$ cat config.mk
export PLATFORM = sky130hd
export DESIGN_NAME = counter_run_ctrl
export DESIGN_NICKNAME = d
export VERILOG_FILES = /design/src/rtl/counter_run_ctrl.sv
export SDC_FILE = /design/constraint.sdc
export NUM_CORES = 1
export LEC_CHECK = 0
export CAP_MARGIN = 10
export CORE_MARGIN = 3
export CORE_UTILIZATION = 45
export CTS_BUF_LIST = sky130_fd_sc_hd__clkbuf_16
export CTS_CLUSTER_DIAMETER = 60
export DETAILED_ROUTE_END_ITERATION = 10
export GPL_TIMING_DRIVEN = 0
export PLACE_DENSITY = 0.72
export RECOVER_POWER = 25
export SLEW_MARGIN = 20
export SYNTH_ARGS = -nofsm -noshare
export SYNTH_HDL_FRONTEND = slang
export SYNTH_SLANG_ARGS = --single-unit
$ cat constraint.sdc
create_clock -name clk -period 1.46 [get_ports clk]
set_clock_uncertainty 0.15 [all_clocks]
set_input_delay 0.292 -clock clk [delete_from_list [all_inputs] [get_ports clk]]
set_output_delay 0.292 -clock clk [all_outputs]
set_load 0.005 [all_outputs]
$ cat src/rtl/counter_run_ctrl.sv
// Run controller for a pipelined up-count datapath: issues 0..limit one word per
// cycle through a valid-tagged pipeline, drains it on completion or abort, then pulses done.
module counter_run_ctrl #(
    parameter int N      = 4,
    parameter int STAGES = 2
) (
    input  logic         clk,
    input  logic         reset,
    input  logic         start,
    input  logic [N-1:0] limit,
    input  logic         abort,
    output logic         busy,
    output logic [N-1:0] q,
    output logic         q_valid,
    output logic         done,
    output logic         aborted
);

    typedef enum logic [1:0] {
        ST_IDLE  = 2'd0,
        ST_RUN   = 2'd1,
        ST_DRAIN = 2'd2,
        ST_DONE  = 2'd3
    } state_t;

    state_t              state_q, state_d;
    logic [N-1:0]        cnt_q, cnt_d;
    logic [N-1:0]        lim_q, lim_d;
    logic                aborted_q, aborted_d;
    logic                issue_s;
    logic [N-1:0]        stage_val_q [STAGES];
    logic [STAGES-1:0]   stage_vld_q;
    logic [N-1:0]        q_q;
    logic                q_valid_q;

    // Next-state and issue decision; abort in RUN suppresses the issue on that edge.
    always_comb begin
        state_d   = state_q;
        cnt_d     = cnt_q;
        lim_d     = lim_q;
        aborted_d = aborted_q;
        issue_s   = 1'b0;
        case (state_q)
            ST_IDLE: begin
                if (start) begin
                    lim_d     = limit;
                    cnt_d     = {N{1'b0}};
                    aborted_d = 1'b0;
                    state_d   = ST_RUN;
                end else begin
                    state_d   = ST_IDLE;
                end
            end
            ST_RUN: begin
                if (abort) begin
                    aborted_d = 1'b1;
                    state_d   = ST_DRAIN;
                end else begin
                    issue_s = 1'b1;
                    cnt_d   = cnt_q + N'(1);
                    if (cnt_q == lim_q) begin
                        state_d = ST_DRAIN;
                    end else begin
                        state_d = ST_RUN;
                    end
                end
            end
            ST_DRAIN: begin
                if (stage_vld_q == {STAGES{1'b0}}) begin
                    state_d = ST_DONE;
                end else begin
                    state_d = ST_DRAIN;
                end
            end
            ST_DONE: begin
                state_d = ST_IDLE;
            end
            default: begin
                state_d = ST_IDLE;
            end
        endcase
    end

    // Control registers: FSM state, issue counter, latched limit, abort flag.
    always_ff @(posedge clk or posedge reset) begin
        if (reset) begin
            state_q   <= ST_IDLE;
            cnt_q     <= {N{1'b0}};
            lim_q     <= {N{1'b0}};
            aborted_q <= 1'b0;
        end else begin
            state_q   <= state_d;
            cnt_q     <= cnt_d;
            lim_q     <= lim_d;
            aborted_q <= aborted_d;
        end
    end

    // Valid-tagged pipeline; shifts every cycle regardless of FSM state.
    always_ff @(posedge clk or posedge reset) begin
        if (reset) begin
            for (int i = 0; i < STAGES; i++) begin
                stage_val_q[i] <= {N{1'b0}};
            end
            stage_vld_q <= {STAGES{1'b0}};
        end else begin
            stage_val_q[0] <= cnt_q;
            stage_vld_q[0] <= issue_s;
            for (int i = 1; i < STAGES; i++) begin
                stage_val_q[i] <= stage_val_q[i-1];
                stage_vld_q[i] <= stage_vld_q[i-1];
            end
        end
    end

    // Output register; q keeps the last valid word when the pipeline is empty.
    always_ff @(posedge clk or posedge reset) begin
        if (reset) begin
            q_q       <= {N{1'b0}};
            q_valid_q <= 1'b0;
        end else begin
            q_valid_q <= stage_vld_q[STAGES-1];
            if (stage_vld_q[STAGES-1]) begin
                q_q <= stage_val_q[STAGES-1];
            end else begin
                q_q <= q_q;
            end
        end
    end

    assign busy    = (state_q != ST_IDLE);
    assign done    = (state_q == ST_DONE);
    assign q       = q_q;
    assign q_valid = q_valid_q;
    assign aborted = aborted_q;

endmodule

==> results_dict.tcl <==
set metrics [dict create \
    outcome "finished with violations" \
    violated_checks "negative setup slack" \
    post_cts_hold_buffer_count 0 \
    worst_slack_ns -0.0751 \
    die_width_um 52.7 \
    worst-r2r-cell-count 4 \
    arrival_ns 1.57 \
    grt_usage_pct 14.8 \
    cap_violations 0 \
    synth_fp_nets 79 \
    fillCellCount 164 \
    grtUsageMet2_pct 22.7 \
    synth-compound-area-share_pct 8.93 \
    crit_path_start_kind "flop" \
    grt_max_degree 27 \
    cts_root_buf "sky130_fd_sc_hd__clkbuf_16" \
    gp_congestion 0.798 \
    postRouteWirelength_um 1690 \
    synth_top_area_share_pct 66.3 \
    min-delay-path-class "reg -> reg" \
    avgRoutedWirePerCell_um 13.7 \
    whs_ns 0.197 \
    synthSimpleGateAreaFrac_pct 6.51 \
    dr_total_vias 627 \
    slew_margin_rel_pct 64.9 \
    synth_sequential_area_ratio_pct 66.3 \
    maximum_fanout_along_the_worst_path 7 \
    grt_antenna_before_repair 0 \
    cts_buffer_depth 2 \
    crit_required_ns 1.49 \
    hold_viol 0 \
    pin_count 16 \
    placement_rows 16 \
    min_period_over_period_pct 105 \
    fraction_of_synthesized_cell_area_in_xor_and_xnor_cells_pct 3.57 \
    use_met3_pct 3.42 \
    drt.antenna.violating_nets 0 \
    global_route.peak_usage_layer "met2" \
    synth_top_family_by_area "multiplexers" \
    drive_above_1_share_pct 32.3 \
    route.detailed.vias_per_inst 5.10 \
    portBuffers 15 \
    report.final.slew_viol_count 0 \
    layout.nets 106 \
    synthMuxAreaShare_pct 10.3 \
    report.final.setup_viol 4 \
    power_per_cell_area_mw_per_mm2 1940 \
    final_area_mm2 0.00133 \
    netlist_area_um2 981 \
    num_cts_buffers 3 \
    setup_cp_type "reg -> reg" \
    synthesis.area_per_instance_um2 14.0 \
    global_route_wire_length_before_repair_um 2880 \
    via_count_of_the_first_global_routing_pass 662 \
    clock_sinks 26 \
    timing.critical_path.to_type "flop" \
    drc_errors 0 \
    diodes 0 \
    firstDrtPassIters 4 \
    h_tree_depth 1 \
    synthDominantAreaCellType "sky130_fd_sc_hd__dfrtp_1" \
    finalNonFillerCells 123 \
    hpwl_after_dpl_um 1040 \
    dp_cell_count 112 \
    area_growth_pct 35.3 \
    yosys_register_bits 26 \
    worst_hold_path.num_cells 0 \
    floorplan.initialDensity_pct 48.5 \
    cts_tree "done" \
    worst-slew-pin-transition_ns 0.526 \
    clock_latency_ns 0.25 \
    netlist_instances 70 \
    rsz0062_at_grt "yes" \
    drt-initial-drc-count 4 \
    placement.cell_area_mm2 0.00117 \
    static-leakage-power_nw 0.642 \
    timing.final.crit_period_ns 1.54 \
    synth_warnings 0 \
    ir_drop_v 0.00115 \
    core_area_mm2 0.00202 \
    maxClockFrequency_mhz 651 \
    post_synth_num_cell_types 20 \
    grt_overflow 0 \
    die_area_mm2 0.00278 \
    globalRouteMet1Util_pct 17.6 \
    worst_setup_hold_path_clk_slew_ns 0.06 \
    share_of_synthesized_cell_area_in_full_adder_half_adder_and_majority_cells_pct 1.28 \
    synth.top_cells.by_area "sky130_fd_sc_hd__dfrtp_1 66%, sky130_fd_sc_hd__mux2_2 10%, sky130_fd_sc_hd__xnor2_1 3.6%" \
    die_height_um 52.7 \
]
==> critical path, stage by stage (launching register included) <==
cell,delay [ns]
sky130_fd_sc_hd__dfrtp_1,0.34
sky130_fd_sc_hd__buf_6,0.13
sky130_fd_sc_hd__or3b_4,0.40
sky130_fd_sc_hd__or3_1,0.33
sky130_fd_sc_hd__a21oi_2,0.12
==> cells by family after synthesis <==
kind of cell    Yosys count
xor+xnor                  4
fa+ha+maj                 1
buf+inv                   6
mux                       9
flops                    26
compound gates           13
simple gates             11
==> cells in the mapped netlist <==
| master | count |
|---|---|
| sky130_fd_sc_hd__o21ai_0 | 3 |
| sky130_fd_sc_hd__o2bb2ai_1 | 1 |
| sky130_fd_sc_hd__xnor2_1 | 4 |
| sky130_fd_sc_hd__nand3_1 | 1 |
| sky130_fd_sc_hd__dfrtp_1 | 26 |
| sky130_fd_sc_hd__or3b_4 | 1 |
| sky130_fd_sc_hd__o31a_1 | 1 |
| sky130_fd_sc_hd__and2_2 | 1 |
| sky130_fd_sc_hd__a21oi_1 | 4 |
| sky130_fd_sc_hd__buf_6 | 1 |
| sky130_fd_sc_hd__a22o_1 | 2 |
| sky130_fd_sc_hd__mux2_2 | 9 |
| sky130_fd_sc_hd__a211oi_1 | 1 |
| sky130_fd_sc_hd__ha_1 | 1 |
| sky130_fd_sc_hd__nand2b_1 | 1 |
| sky130_fd_sc_hd__nand4_1 | 1 |
| sky130_fd_sc_hd__inv_1 | 5 |
| sky130_fd_sc_hd__a22o_2 | 1 |
| sky130_fd_sc_hd__nor2_1 | 4 |
| sky130_fd_sc_hd__or3_1 | 2 |
==> layout by cell type, fill, tap and decap left out, types with 2 or more instances in the layout <==
cell type / netlist / layout
sky130_fd_sc_hd__a21oi_1: 4 / 3
sky130_fd_sc_hd__a22o_1: 2 / 2
sky130_fd_sc_hd__buf_2: 0 / 2
sky130_fd_sc_hd__buf_4: 0 / 6
sky130_fd_sc_hd__buf_6: 1 / 2
sky130_fd_sc_hd__clkbuf_16: 0 / 3
sky130_fd_sc_hd__clkdlybuf4s50_1: 0 / 5
sky130_fd_sc_hd__dfrtp_1: 26 / 25
sky130_fd_sc_hd__dlygate4sd2_1: 0 / 7
sky130_fd_sc_hd__inv_1: 5 / 4
sky130_fd_sc_hd__mux2_2: 9 / 5
sky130_fd_sc_hd__mux2_4: 0 / 4
sky130_fd_sc_hd__nor2_1: 4 / 2
sky130_fd_sc_hd__nor2_4: 0 / 2
sky130_fd_sc_hd__o21ai_0: 3 / 3
sky130_fd_sc_hd__or3_1: 2 / 2
sky130_fd_sc_hd__xnor2_1: 4 / 4
==> final cells by class <==
class                      instances  area, um^2  area share, %
clock inverter                     1        3.75          0.283
multi-input combinational         38         342           25.7
sequential                        26         652           49.1
timing repair buffer              22         188           14.1
buffer                             1        11.3          0.848
inverter                           5        22.5           1.70
tap                               27        33.8           2.54
clock buffer                       3        75.1           5.66
==> report_power, final <==
part,switching (W),total (W),internal (W)
logic,0.000346,0.000893,0.000547
registers,0.000153,0.00110,0.000942
clock network,0.000215,0.000580,0.000365
==> timing repair <==
item | in CTS | in global routing
resized for setup | 21 | 7
pin swaps | 2 | 2
endpoints found under the setup margin | 15 | 34
setup buffers | 5 | 2
==> sequential cells by signal (all words and copies together) (netlist names), named ones only <==
name	count
q_valid	1
lim_q	4
cnt_q	4
stage_val_q	8
q	4
state_q	1
stage_vld_q	2
aborted	1
==> per-stage QoR <==
step	total power (W)	util, %	setup TNS [ns]	setup slack (ns)
after floorplan	0.00153	-	0	0.00678
after CTS	0.00246	63.6	-0.242	-0.0863
final	0.00257	65.7	-0.243	-0.0751
after global placement	0.00177	57.7	-5.91	-0.390
after global routing	0.00274	65.7	-0.537	-0.146
after detailed placement	0.00180	57.7	-6.90	-0.429
==> path summary, 6_finish.rpt <==
path                                     start                    endpoint  slack (ns)
worst min register to register  stage_val_q[6]              stage_val_q[2]        0.20
min in group asynchronous                reset              stage_val_q[6]        0.41
worst max register to register      state_q[0]                    cnt_q[2]       -0.08
max in group asynchronous                reset  asynchronous set/reset pin        0.42
worst max-delay path                state_q[0]                    cnt_q[2]       -0.08
worst min-delay path            stage_val_q[6]              stage_val_q[2]        0.20
==> routing by layer <==
layer | vias to the layer above | routed length, um
met5 | - | 0
met4 | 0 | 61
met3 | 8 | 65
met2 | 19 | 857
met1 | 303 | 705
li1 | 297 | -
Note: power is estimated with default switching activity, not from simulation.
